--- src/rtl/slave_resp_arbiter.sv ---
// Round-robin arbiter that lends the master's serial read-data return line to one slave
// at a time, handshakes with master_ready and counts out a DATA_BITS-bit frame.
module slave_resp_arbiter #(
    parameter int N_SLAVES  = 3,
    parameter int DATA_BITS = 8
) (
    input  logic                clk,
    input  logic                reset,
    input  logic                master_ready,
    input  logic [N_SLAVES-1:0] s_valid,
    input  logic [N_SLAVES-1:0] s_tx_data,
    output logic [N_SLAVES-1:0] s_master_ready,
    output logic [N_SLAVES-1:0] s_grant,
    output logic                m_tx_data,
    output logic                m_bit_valid,
    output logic                m_tx_done,
    output logic [2:0]          m_src,
    output logic                busy
);

    localparam int               CNT_W    = $clog2(DATA_BITS + 1);
    localparam logic [CNT_W-1:0] CNT_LAST = CNT_W'(DATA_BITS);
    localparam logic [2:0]       LAST_RST = 3'(N_SLAVES - 1);

    typedef enum logic [1:0] {
        IDLE,
        GRANT,
        BUSY,
        DONE
    } state_t;

    state_t              state_q, state_d;
    logic [N_SLAVES-1:0] grant_q, grant_d;
    logic [2:0]          src_q, src_d;
    logic [2:0]          last_q, last_d;
    logic [CNT_W-1:0]    cnt_q, cnt_d;

    logic       found_hi;
    logic       found_any;
    logic [2:0] pick_hi;
    logic [2:0] pick_any;
    logic [2:0] pick_idx;
    logic       granted_valid;

    // Lowest requester above the last served slave wins; otherwise wrap to the lowest requester.
    always_comb begin
        found_hi  = 1'b0;
        found_any = 1'b0;
        pick_hi   = '0;
        pick_any  = '0;
        for (int i = N_SLAVES - 1; i >= 0; i--) begin
            if (|(s_valid & (N_SLAVES'(1) << i))) begin
                found_any = 1'b1;
                pick_any  = 3'(i);
                if (i > int'(last_q)) begin
                    found_hi = 1'b1;
                    pick_hi  = 3'(i);
                end
            end
        end
    end

    assign pick_idx      = found_hi ? pick_hi : pick_any;
    assign granted_valid = |(s_valid & grant_q);

    always_comb begin
        state_d = state_q;
        grant_d = grant_q;
        src_d   = src_q;
        last_d  = last_q;
        cnt_d   = cnt_q;
        unique case (state_q)
            IDLE: begin
                grant_d = '0;
                if (found_any) begin
                    grant_d = N_SLAVES'(1) << pick_idx;
                    src_d   = pick_idx;
                    state_d = GRANT;
                end
            end
            GRANT: begin
                if (!granted_valid) begin
                    grant_d = '0;
                    state_d = IDLE;
                end else if (master_ready) begin
                    cnt_d   = '0;
                    state_d = BUSY;
                end
            end
            BUSY: begin
                // cnt 1..DATA_BITS mark the cycles carrying frame bits 0..DATA_BITS-1.
                if (cnt_q == CNT_LAST) begin
                    grant_d = '0;
                    last_d  = src_q;
                    state_d = DONE;
                end else begin
                    cnt_d = cnt_q + CNT_W'(1);
                end
            end
            DONE: begin
                state_d = IDLE;
            end
            default: begin
                state_d = IDLE;
            end
        endcase
    end

    always_ff @(posedge clk) begin
        if (!reset) begin
            state_q <= IDLE;
            grant_q <= '0;
            src_q   <= '0;
            last_q  <= LAST_RST;
            cnt_q   <= '0;
        end else begin
            state_q <= state_d;
            grant_q <= grant_d;
            src_q   <= src_d;
            last_q  <= last_d;
            cnt_q   <= cnt_d;
        end
    end

    assign s_grant        = grant_q;
    assign s_master_ready = ((state_q == GRANT) && master_ready) ? grant_q : '0;
    assign m_tx_data      = |(s_tx_data & grant_q);
    assign m_bit_valid    = (state_q == BUSY) && (cnt_q != '0);
    assign m_tx_done      = (state_q == DONE);
    assign busy           = (state_q != IDLE);
    assign m_src          = src_q;

endmodule

--- config.mk ---
export PLATFORM = sky130hd
export DESIGN_NAME = slave_resp_arbiter
export DESIGN_NICKNAME = d
export VERILOG_FILES = /design/src/rtl/slave_resp_arbiter.sv
export SDC_FILE = /design/constraint.sdc
export NUM_CORES = 1
export LEC_CHECK = 0
export BUFFER_PORTS_ARGS = -buffer_cell sky130_fd_sc_hd__buf_2
export CAP_MARGIN = 25
export CORE_MARGIN = 3
export CORE_UTILIZATION = 35
export CTS_BUF_LIST = sky130_fd_sc_hd__clkbuf_8
export DETAILED_ROUTE_END_ITERATION = 6
export SYNTH_ARGS = -nofsm -noshare
export SYNTH_HDL_FRONTEND = slang
export SYNTH_SLANG_ARGS = --single-unit
--- constraint.sdc ---
create_clock -name clk -period 1.5 [get_ports clk]
set_input_delay 0.3 -clock clk [delete_from_list [all_inputs] [get_ports clk]]
set_output_delay 0.3 -clock clk [all_outputs]
set_load 0.02 [all_outputs]
# == After elaboration in Yosys (flattened, before gate mapping) ==
# Index checks and enable logic that the tools add are counted.
# totals
ff_bits,15
latch_bits,0
ramBits,0
mem_bits_ro,0
inputBits,9
output_inout_bits,13
word_cells,65
memories,0
# classes
n_addsub,1
n_mul,0
div,0
n_lt_le_gt_ge,2
eq_ne,11
n_shift,1
n_mux,29
bitwise,2
n_reduce_logical,14
# ops
operator,n
$mux W3,9
$mux W2,7
$mux W4,3
$ne A2 B2 Y1 const B,6
$pmux W3 S3,1
$pmux W2 S4,1
$pmux W4 S2,1
$mux W1,7
$and A3 B3 Y3,2
$reduce_and A3 Y1,2
$reduce_or A3 Y1,2
$add A4 B1 Y4 const B,1
$eq A2 B2 Y1 const B,2
$eq A4 B4 Y1 const B,1
$reduce_and A2 Y1,2
$reduce_and A4 Y1,1
$reduce_bool A2 Y1,2
$reduce_bool A4 Y1,1
$gt A1 B3 Y1 const A,1
$gt A2 B3 Y1 const A,1
$ne A3 B3 Y1 const B,1
$reduce_bool A3 Y1,1
$shl A1 B3 Y3 const A,1
$eq A2 B1 Y1 const B,1
2 further kinds,3

# == Longest topological paths before layout ==
# depth
ltp_word,9
depth_mapped,6
ltp_nobuf,6

# == Worst setup path before layout ==
# OpenSTA, ideal clock, no wires.
# synth_path
path_kind,register to register
start,reg with a tool-made name
end,reg cnt_q[3]
setup_ps,70
arrival_ps,1500
t_required_ps,1430
setup_slack_ps,-70
stages_incl_launch_ff,7
n_path_buf,0
synth_period_minus_slack_ps,1570
path_cell_list,dfxtp_1 -> inv_1 -> ha_1 -> nand2b_1 -> o21a_1 -> or4_1 -> a21oi_1
# synth_lines
element,line,rtl
to (signal assigned),121,cnt_q <= cnt_d;
to (decl),36,"logic [CNT_W-1:0] cnt_q, cnt_d;"

# == Worst setup path in the final report ==
# layout_path
start,reg state_q[0]
end,out m_bit_valid
# layout_between
elab_chain_cells,2
# layout_lines
element,line,rtl
from (decl),32,"state_t state_q, state_d;"
from (signal assigned),117,state_q <= state_d;
$eq A2 B2 Y1,128,assign m_bit_valid = (state_q == BUSY) && (cnt_q != '0);
$logic_and A1 B1 Y1,128,
to (decl),15,"output logic m_bit_valid,"
# No other way between the ends.

==> key figures <==
Flow run
  • MaxCap Viol Count: 0

Place
  • Placed Area: around 1000 um2
  • Buffers on Ports: 20
  • HPWL after DPL: between 1500 and 2000 um
  • Gpl congestion: 0.822

Layout
  • Cell area after layout: about 1300 um2
  • Area Growth Syn to Fin: 63.9%
  • Most frequent cells in the layout: 18 x buf_4, 14 x buf_2, 12 x nand2_1, 10 x buf_6, 8 x dfxtp_1
  • Storage element area: about 270 um2
  • Commonest non-fill, non-tap cell in the layout: buf_4
  • Fill cells: 180
  • Share of cells above drive strength 1: between 40% and 50%
  • Multi-input gate area: roughly 550 um2
  • Nets@finish: between 150 and 200
  • ANT cells: 0

Floorplanning
  • # IOs: 22
  • Initial Utilization: roughly 38%
  • Chip width: 53.4 um
  • Rows: 16
  • Die H: 53.4 um
  • Die area: between 2000 and 3000 um2
  • Core box area: around 2000 um2

Power and ir drop
  • Psw: 0.000505 W
  • Logic gate share of total power: approximately 48%
  • Pint: 0.000946 W
  • Clk pwr share: 22.3%
  • Pwr/cell area: between 1000 and 1500 nW/um2
  • Total leakage power: 0.551 nW
  • Peak supply drop: 630 uV
  • Switching Fraction: between 30% and 40%
  • Register share of total power: between 20 and 30%

Routing
  • DRC Markers: 0
  • Pre-antenna DRT Iters: 4
  • Via count: between 800 and 900
  • DR iter-0 viols: 20
  • Drt via density: roughly 5.1
  • Total Wirelength: roughly 2200 um
  • ANT nets after route: 0
  • WL per Instance: about 13 um

Worst setup path
  • Cell seen most often among critical-path stages: inv_4
  • Setup CP Type: register to output pin
  • Critical Path AT: approximately 1300 ps
  • CP cell instances: inv_4 -> ha_4 -> buf_6 -> inv_4 -> a31oi_1 -> buf_4
  • Worst setup SP type: register
  • Crit-path max FO: 4
  • Crit. End Element: output pin
  • Max stage delay cell, worst path: dfxtp_4
  • Largest stage delay, worst path: roughly 370 ps
  • WP data required: approximately 1200 ps

CTS
  • Clk_lat worst skew: 250 ps
  • CTS root buf: clkbuf_8
  • TritonCTS clock tree: yes
  • Clock slew seen by the registers of the worst setup and hold paths: roughly 60 ps
  • Post-CTS Hold Buffers: 0
  • CTS sink cnt: 13
  • Cts bufs inserted: 3
  • CTS Buffer Depth: 2
  • H-tree depth: 1

Outcome
  • Status: finished, violations left
  • Failing checks: negative setup slack

Timing
  • Hold WS: 343 ps
  • Final setup fails: 4
  • Final min period: 1550 ps
  • Final Hold Violating Endpoints: 0
  • Fin crit share: 103%
  • Clock skew: around 0.93 ps
  • PnR worst setup slack: -50.3 ps
  • Fmax: between 600 and 700 MHz
  • Final Max Tran Viols: 0
  • Setup TNS: -104 ps
  • RSZ-0062 raised after global routing: yes

Yosys
  • Async set or reset register ratio after synthesis: 0%
  • Dominant cell type by area after synthesis: dfxtp_1
  • Synthesized flop and latch total: 13
  • Synthesis Warnings: 0
  • Syn_nets: 115
  • Post-synth EDFFs: 0
  • Post-Syn Area: ~790 um2
  • Distinct cells, synth: 31
  • Post-synthesis cell count: about 100
  • Primary FF master, synth: dfxtp_1
  • Synth top area share: 33.1%
  • Ranking of synthesized cells by area: dfxtp_1 33%, ha_1 11%, nand2_1 6.2%
  • Mapped Avg Cell Area: 7.94 um2
  • Register area share after synthesis: 33.1%

Worst hold path
  • Worst Hold Class: input pin to register

Global routing
  • GRT overflow: 0
  • Vias in the first global route: 885
  • First-pass GRT wire length: around 3800 um
  • Initial antenna violation count: 0
  • Total GRT Usage: between 15 and 20%
  • Largest net degree at the start of global routing: 12
-- cells by family (layout without fill, tap and decap cells) --
logic type / after synthesis / count (layout) / share of synthesized area, %
and+or+nand+nor: 35 / 35 / 22.5
AOI/OAI and AO/OA: 26 / 26 / 21.0
DFF: 13 / 13 / 33.1
buffers and inverters: 13 / 58 / 6.69
adders and majority gates: 7 / 7 / 11.1
muxes: 4 / 4 / 5.10
other: 1 / 1 / 0.477
-- power groups by stage --
stage               sequential, W  clock, W  combinational (W)
global route             0.000436  0.000340           0.000761
finish                   0.000431  0.000323           0.000695
CTS                      0.000429  0.000322           0.000681
detailed placement       0.000424         0           0.000496
floorplan                0.000448         0           0.000255
global placement         0.000423         0           0.000488
-- through the flow --
step	cells	power (W)	util, %	setup WS (ps)
global route	171	0.00154	63.1	-97.4
detailed placement	160	0.000920	51.3	-35.4
global placement	160	0.000911	51.3	-2.61
finish	171	0.00145	63.1	-50.3
floorplan	99	0.000703	-	0.587
CTS	171	0.00143	61.8	-42.6
-- metal layers --
| layer | track usage (%) | wire length, um | vias up |
|---|---|---|---|
| li1 | - | - | 441 |
| met1 | 19.5 | 932 | 407 |
| met2 | 33.3 | 1150 | 19 |
| met3 | 2.82 | 101 | 5 |
| met4 | 11.5 | 57 | 0 |
| met5 | 0 | 0 | - |
-- sequential cells by signal, indices dropped and copies added (netlist names), named ones only --
name / count
m_src: 2
s_grant: 3
cnt_q: 4
state_q: 1
last_q: 2
-- path summary, 6_finish.rpt --
kind / slack (ps) / depth (start not counted) / from / to
worst max-delay path: -50 / 6 / state_q[0] / m_bit_valid
worst min-delay path: 340 / 2 / reset / last_q[1]
worst max register to register: -10 / 6 / register / cnt_q[3]
worst min register to register: 470 / 2 / m_src[0] / last_q[0]
-- worst max-delay path: cells and delay by family, from the launching register on --
kind                     cells  cell delay (ps)
flip-flops                   1              370
buffers and inverters        4              370
adder cells (fa/ha/maj)      1              140
AO/OA/AOI/OAI                1              130
-- synthesized netlist by cell type, types with 2 or more instances --
library cell	count
a21oi_1	8
a222oi_1	2
a31oi_1	2
and3_1	3
dfxtp_1	13
ha_1	7
inv_1	10
mux2i_1	4
nand2_1	13
nand2b_1	3
nand3_1	5
nand4_1	3
nor2_1	2
nor2b_1	2
o21ai_0	3
o21ai_1	2
o22ai_1	2
o31ai_1	2
-- cell type report --
| class | instances | share of cell area, % |
|---|---|---|
| multi-input combinational | 73 | 42.7 |
| timing repair buffer | 43 | 26.2 |
| sequential | 13 | 21.1 |
| inverter | 11 | 3.79 |
| clock buffer | 3 | 3.21 |
| tap | 27 | 2.62 |
| clock inverter | 1 | 0.389 |
-- repair_timing --
item                                    CTS  global route
endpoints found under the setup margin    8            14
buffers inserted                          7             0
gates resized for setup                  30             7
cloned                                    0             0
pin swaps                                 7             4
Note: power is estimated with default switching activity, not from simulation.
